**src/rtl/ram_arbiter.sv**
```systemverilog
// ram_arbiter: shares one single-port 16-bit RAM between two requesters.
//   Master 0 is the CPU fetch/data path, master 1 the loader/debug port.
//   One transaction at a time, round-robin on contention, and a fixed RAM
//   read latency of RAM_LAT cycles (1..7).
//
// Ports:
//   clk, rst                  clock (rising edge), async active-low reset
//   mN_req/we/addr/wdata      request; fields held stable until mN_ack
//   mN_ack                    one-cycle completion pulse
//   mN_rdata                  read data, valid with mN_ack on a read
//   ram_en/we/addr/wdata      RAM strobe and latched command fields
//   ram_rdata                 RAM read data, valid RAM_LAT cycles after ram_en
//   busy                      high whenever a transaction is in flight
module ram_arbiter #(
  parameter int AW      = 8,
  parameter int RAM_LAT = 1
) (
  input  logic          clk,
  input  logic          rst,
  input  logic          m0_req,
  input  logic          m0_we,
  input  logic [AW-1:0] m0_addr,
  input  logic [15:0]   m0_wdata,
  output logic          m0_ack,
  output logic [15:0]   m0_rdata,
  input  logic          m1_req,
  input  logic          m1_we,
  input  logic [AW-1:0] m1_addr,
  input  logic [15:0]   m1_wdata,
  output logic          m1_ack,
  output logic [15:0]   m1_rdata,
  output logic          ram_en,
  output logic          ram_we,
  output logic [AW-1:0] ram_addr,
  output logic [15:0]   ram_wdata,
  input  logic [15:0]   ram_rdata,
  output logic          busy
);

  typedef enum logic [1:0] {
    IDLE   = 2'd0,
    ACCESS = 2'd1,
    WAIT   = 2'd2,
    RESP   = 2'd3
  } state_t;

  localparam logic [2:0] LAT_CNT = 3'(RAM_LAT);

  state_t          state, state_nxt;
  logic [2:0]      cnt;
  logic            gnt_id;
  logic            last_gnt;
  logic            lat_we;
  logic [AW-1:0]   lat_addr;
  logic [15:0]     lat_wdata;
  logic [15:0]     rdata;
  logic            any_req;
  logic            grant_sel;

  assign any_req = m0_req | m1_req;

  // NOTE: every variable driven here gets a default before the case so no
  // path leaves it unassigned, which would otherwise infer a latch.
  always_comb begin
    state_nxt = state;
    // A lone requester wins outright; on a tie the one not served last wins.
    grant_sel = m1_req;
    if (m0_req && m1_req) grant_sel = ~last_gnt;
    case (state)
      IDLE:    if (any_req) state_nxt = ACCESS;
      ACCESS:  state_nxt = WAIT;
      WAIT:    if (cnt == LAT_CNT) state_nxt = RESP;
      RESP:    state_nxt = IDLE;
      default: state_nxt = IDLE;
    endcase
  end

  // NOTE: sequential state uses non-blocking assignments so every register
  // samples pre-edge values, independent of statement order.
  always_ff @(posedge clk or negedge rst) begin
    if (!rst) begin
      state <= IDLE;
    end else begin
      state <= state_nxt;
    end
  end

  always_ff @(posedge clk or negedge rst) begin
    if (!rst) begin
      cnt       <= '0;
      gnt_id    <= 1'b0;
      last_gnt  <= 1'b1;   // master 0 wins the first tie after reset
      lat_we    <= 1'b0;
      lat_addr  <= '0;
      lat_wdata <= '0;
      rdata     <= '0;
    end else begin
      // Requests are only looked at in IDLE; the in-flight transaction runs
      // entirely from these latched fields.
      if (state == IDLE && any_req) begin
        gnt_id    <= grant_sel;
        last_gnt  <= grant_sel;
        lat_we    <= grant_sel ? m1_we    : m0_we;
        lat_addr  <= grant_sel ? m1_addr  : m0_addr;
        lat_wdata <= grant_sel ? m1_wdata : m0_wdata;
      end

      // Counter is 1 in the first WAIT cycle, so WAIT lasts RAM_LAT cycles.
      if (state == ACCESS) begin
        cnt <= 3'd1;
      end else if (state == WAIT && cnt != LAT_CNT) begin
        cnt <= cnt + 3'd1;
      end

      // Writes leave the shared read-data register untouched.
      if (state == WAIT && cnt == LAT_CNT && !lat_we) begin
        rdata <= ram_rdata;
      end
    end
  end

  assign ram_en    = (state == ACCESS);
  assign ram_we    = (state == ACCESS) && lat_we;
  assign ram_addr  = lat_addr;
  assign ram_wdata = lat_wdata;
  assign busy      = (state != IDLE);

  assign m0_ack    = (state == RESP) && !gnt_id;
  assign m1_ack    = (state == RESP) &&  gnt_id;
  assign m0_rdata  = rdata;
  assign m1_rdata  = rdata;

endmodule
```
**config.mk**
```make
export PLATFORM = sky130hd
export DESIGN_NAME = ram_arbiter
export DESIGN_NICKNAME = d
export VERILOG_FILES = /design/src/rtl/ram_arbiter.sv
export SDC_FILE = /design/constraint.sdc
export NUM_CORES = 1
export LEC_CHECK = 0
export BUFFER_PORTS_ARGS = -buffer_cell sky130_fd_sc_hd__buf_2
export CAP_MARGIN = 10
export CORE_MARGIN = 2
export CORE_UTILIZATION = 25
export DETAILED_ROUTE_END_ITERATION = 12
export PLACE_DENSITY_LB_ADDON = 0.05
export RECOVER_POWER = 50
export SLEW_MARGIN = 10
export SYNTH_ARGS = -nofsm -noshare
export SYNTH_HDL_FRONTEND = slang
export SYNTH_SLANG_ARGS = --single-unit
```
**constraint.sdc**
```tcl
create_clock -name clk -period 2 [get_ports clk]
set_clock_uncertainty 0.1 [all_clocks]
set_input_delay 0.2 -clock clk [delete_from_list [all_inputs] [get_ports clk]]
set_output_delay 0.2 -clock clk [all_outputs]
set_load 0.1 [all_outputs]
```
## Word-level counts from Yosys, hierarchy flattened

Index checks and enable logic that the tools add are counted.

| storage, ports and cells | value |
|---|---|
| bits in registers | 48 |
| input port bits | 70 |
| output and inout bits | 61 |

| operators by class | value |
|---|---|
| bitwise gates (word level) | 2 |
| reductions and logical operators | 14 |
| equal/unequal tests | 7 |
| muxes and demuxes | 9 |
| $add $sub $neg | 1 |

Operator list:

| operator | number |
|---|---|
| 2-to-1 mux 16 bit | 1 |
| logical AND 1 bit | 8 |
| 2-to-1 mux 8 bit | 1 |
| one-hot mux 2 bit (4 select lines) | 1 |
| 2-to-1 mux 3 bit | 2 |
| == test 2 bit, second input constant | 2 |
| 2-to-1 mux 2 bit | 2 |
| nonzero test 2 bit | 2 |
| adder 3 x 1 -> 3 bit, second input constant | 1 |
| == test 3 x 1 -> 1 bit, second input constant | 1 |
| != test 3 x 1 -> 1 bit, second input constant | 1 |
| == test 2 x 1 -> 1 bit, second input constant | 1 |
| zero test 1 bit | 2 |
| zero test 2 bit | 1 |
| 2-to-1 mux 1 bit | 2 |
| != test 2 x 1 -> 1 bit, second input constant | 1 |
| != test 2 bit, second input constant | 1 |
| AND reduction 2 bit | 1 |
| NOT 1 bit | 1 |
| OR 1 bit | 1 |

## Longest topological paths before layout

| logic depth | value |
|---|---|
| depth in word-level cells | 4 |
| mapped depth | 7 |
| depth with buffers taken out | 5 |

## Worst setup path after synthesis

Ideal clock, no wire load.

| timing | value |
|---|---|
| path type | register to output |
| start | register state[1] |
| end | output ram_we |
| setup slack | -0.473 ns |
| path buffers | 0 |
| required time | 1.700 ns |
| arrival time | 2.173 ns |
| stages on the path, launching flop included | 4 |
| cells stage by stage | dfrtp_1 > inv_1 > ha_1 > and2_1 |

| between the ends | value |
|---|---|
| cells in the longest elaborated chain, start to end | 2 |

RTL lines:

| element | RTL line | text |
|---|---|---|
| from (decl) | 49 | `state_t state, state_nxt;` |
| from (signal assigned) | 84 | `state <= state_nxt;` |
| == test 2 x 1 -> 1 bit | -- |  |
| net ram_en | 32 | `output logic ram_en,` |
| logical AND 1 bit | 123 | `assign ram_we = (state == ACCESS) && lat_we;` |
| to (decl) | 33 | `output logic ram_we,` |

The timed path passes the listed nets, and every way through them passes these cells.

## Final worst setup path

| timing | value |
|---|---|
| start | register state[0] |
| end | output busy |

| between the ends | value |
|---|---|
| cells in the longest elaborated chain, start to end | 1 |

RTL lines:

| element | RTL line | text |
|---|---|---|
| nonzero test 2 bit | 126 | `assign busy = (state != IDLE);` |
| to (decl) | 37 | `output logic busy` |

No other way between the ends.

==> metrics.yaml <==
outcome: "finished, final reports clean"
grt_util_all_layers: 0.1263
mappedNetlistArea_um2: 2347
synth_seq_area_share: 0.5123
placementRows: 35
drt_iter0_markers: 48
cts_buffer_depth: 2
grt-ovfl-total: 0
arrival_ps: 1590
htree_levels: 2
cp_data_required_time_ps: 1700
final_cell_mix: "buf_2 (100), a21oi_1 (53), dfrtp_1 (47), clkbuf_2 (30), nor2_1 (28)"
startpoint: "state[0]"
mostFrequentLayoutCell: "buf_2"
drv_slew: 0
cts_root_buffer: "clkbuf_8"
route.vias.total: 2005
worst-setup-path-type: "reg2out"
fp.dieH_um: 100.9
clock.fmax_mhz: 529.9
area_growth_pct: 33.64
dp_hpwl_um: 4411
clkTransAtPathRegs_ps: 90
finalCriticalPeriod_ps: 1887
worstMarginPinSlew_ps: 737.7
finalSetupTns_ps: 0
grt_pass1_wl_um: 9970
wl_um: 6218
vias_per_cell: 4.359
syn-instance-count: 229
whs_endpoint: "ram_wdata[1]"
syn_area_per_cell_um2: 10.25
final_nets: 424
dr.pass1.iters: 4
clk-insertion-delay-late_ps: 300
syn_nets: 305
hold_depth: 3
ys_types: 30
drive_gt1_frac: 0.4928
max-cap-violations: 0
ys.warnings.count: 0
end_kind: "output pin"
rr_worst_depth: 5
io_buffers: 130
drcViolationCount: 0
grt_max_degree: 26
io_pins: 131
post-route-period-util: 0.9435
antenna_found_initial: 0
multi_input_area_um2: 942.2
n_fill_cell: 991
clkSinkCount: 48
synth_seq_cells: 48
critPathLaunchType: "register"
synth_edf_count: 0
dieArea_um2: 10180
post_cts.repair.setup_buffers: 0
r2r_slack_ps: 260
hold_viol: 0
path_max_fanout: 7
setup_viol: 0
rsz0062_at_grt: "false"
dieWidth_um: 100.9
final_core_util: 0.3427
slew_headroom: 0.5082
r2r_end: "m0_rdata[6]"
diodes: 0
place.gp.congestion: 0.7157
hold_ws_ps: 25.11
routedWlPerCell_um: 13.52
ys_async_sr_fraction: 1.000
hold_class: "in2reg"
hold_start: "m0_wdata[1]"
initial_utilization: 0.2565
ff_latch_area_um2: 1202
reg2reg_from: "state[0]"
design.core.area_um2: 9153
grt_pass1_vias: 1950
ys.flop_type: "dfrtp_1"
cts_tree: "done"
cts_buffers: 5
drtAntennaViolNets: 0
## sequential cells by signal (all words and copies together), names as in the netlist
signal / cells
ram_addr: 8
gnt_id: 1
m0_rdata: 16
ram_wdata: 16
cnt: 3
last_gnt: 1
state: 2
lat_we: 1
## worst max-delay path by stage
stage | to | slack [ps] | cells after the start
3_3_place_gp | ram_wdata[5] | 160 | 4
3_5_place_dp | ram_wdata[2] | 120 | 4
4_1_cts | ram_we | 80 | 4
5_1_grt | busy | 40 | 4
2_1_floorplan | ram_we | 110 | 3
6_report | busy | 110 | 4
## Yosys cell counts, drive strengths merged (2+ instances only)
cell type	instances	share of area
mux2	17	0.098
inv	4	0.0064
a21oi	53	0.11
ha	6	0.032
o21ai	2	0.0059
buf	27	0.081
clkbuf	2	0.0032
a21boi	2	0.0080
nor2	28	0.045
dfrtp	47	0.50
and2	2	0.0053
nand2	26	0.042
## routing by layer
layer / global-route usage / wire (µm) / vias to the layer above
met4: 0.03430 / 38 / 0
met2: 0.1903 / 2743 / 98
met3: 0.04438 / 536 / 2
met5: 0 / 0 / -
met1: 0.1722 / 2900 / 915
li1: - / - / 990
## repair_timing
| action | CTS | global route |
|---|---|---|
| setup endpoints to repair | 0 | 2 |
| hold buffers | 1 | 0 |
| hold endpoints to repair | 11 | 0 |
| gates resized for setup | 0 | 2 |
## critical path: stages (launching register included)
cell,delay (ps)
dfrtp_1,410
inv_1,80
ha_1,280
inv_1,100
buf_2,420
## logic make-up (layout without fill, tap and decap cells)
family,Yosys count,in the layout,share of synthesized area
compound gates,64,64,0.1509
fa+ha+maj,6,6,0.03198
buf+inv,33,153,0.09062
flops,48,48,0.5123
mux,17,17,0.09755
simple gates,61,61,0.1167
## metrics by stage
stage               instance area, µm²  instances  worst slack, ps
floorplan                         2354        229            112.1
global placement                  3045        451            156.1
detailed placement                3045        451            115.4
CTS                               3137        460            76.11
global route                      3137        460            36.92
finish                            3137        460            112.9
## layout make-up
class | instances | share of cell area
repair buffers | 141 | 0.2413
clock buffers | 7 | 0.02433
flip-flops and latches | 48 | 0.3833
inverters | 4 | 0.004787
clock inverters | 1 | 0.001596
multi-input cells | 148 | 0.3004
well taps | 111 | 0.04428
Power is left out: the tool's default activity adds up to more than one toggle a clock period on the data nets, which glitch-free logic cannot reach.
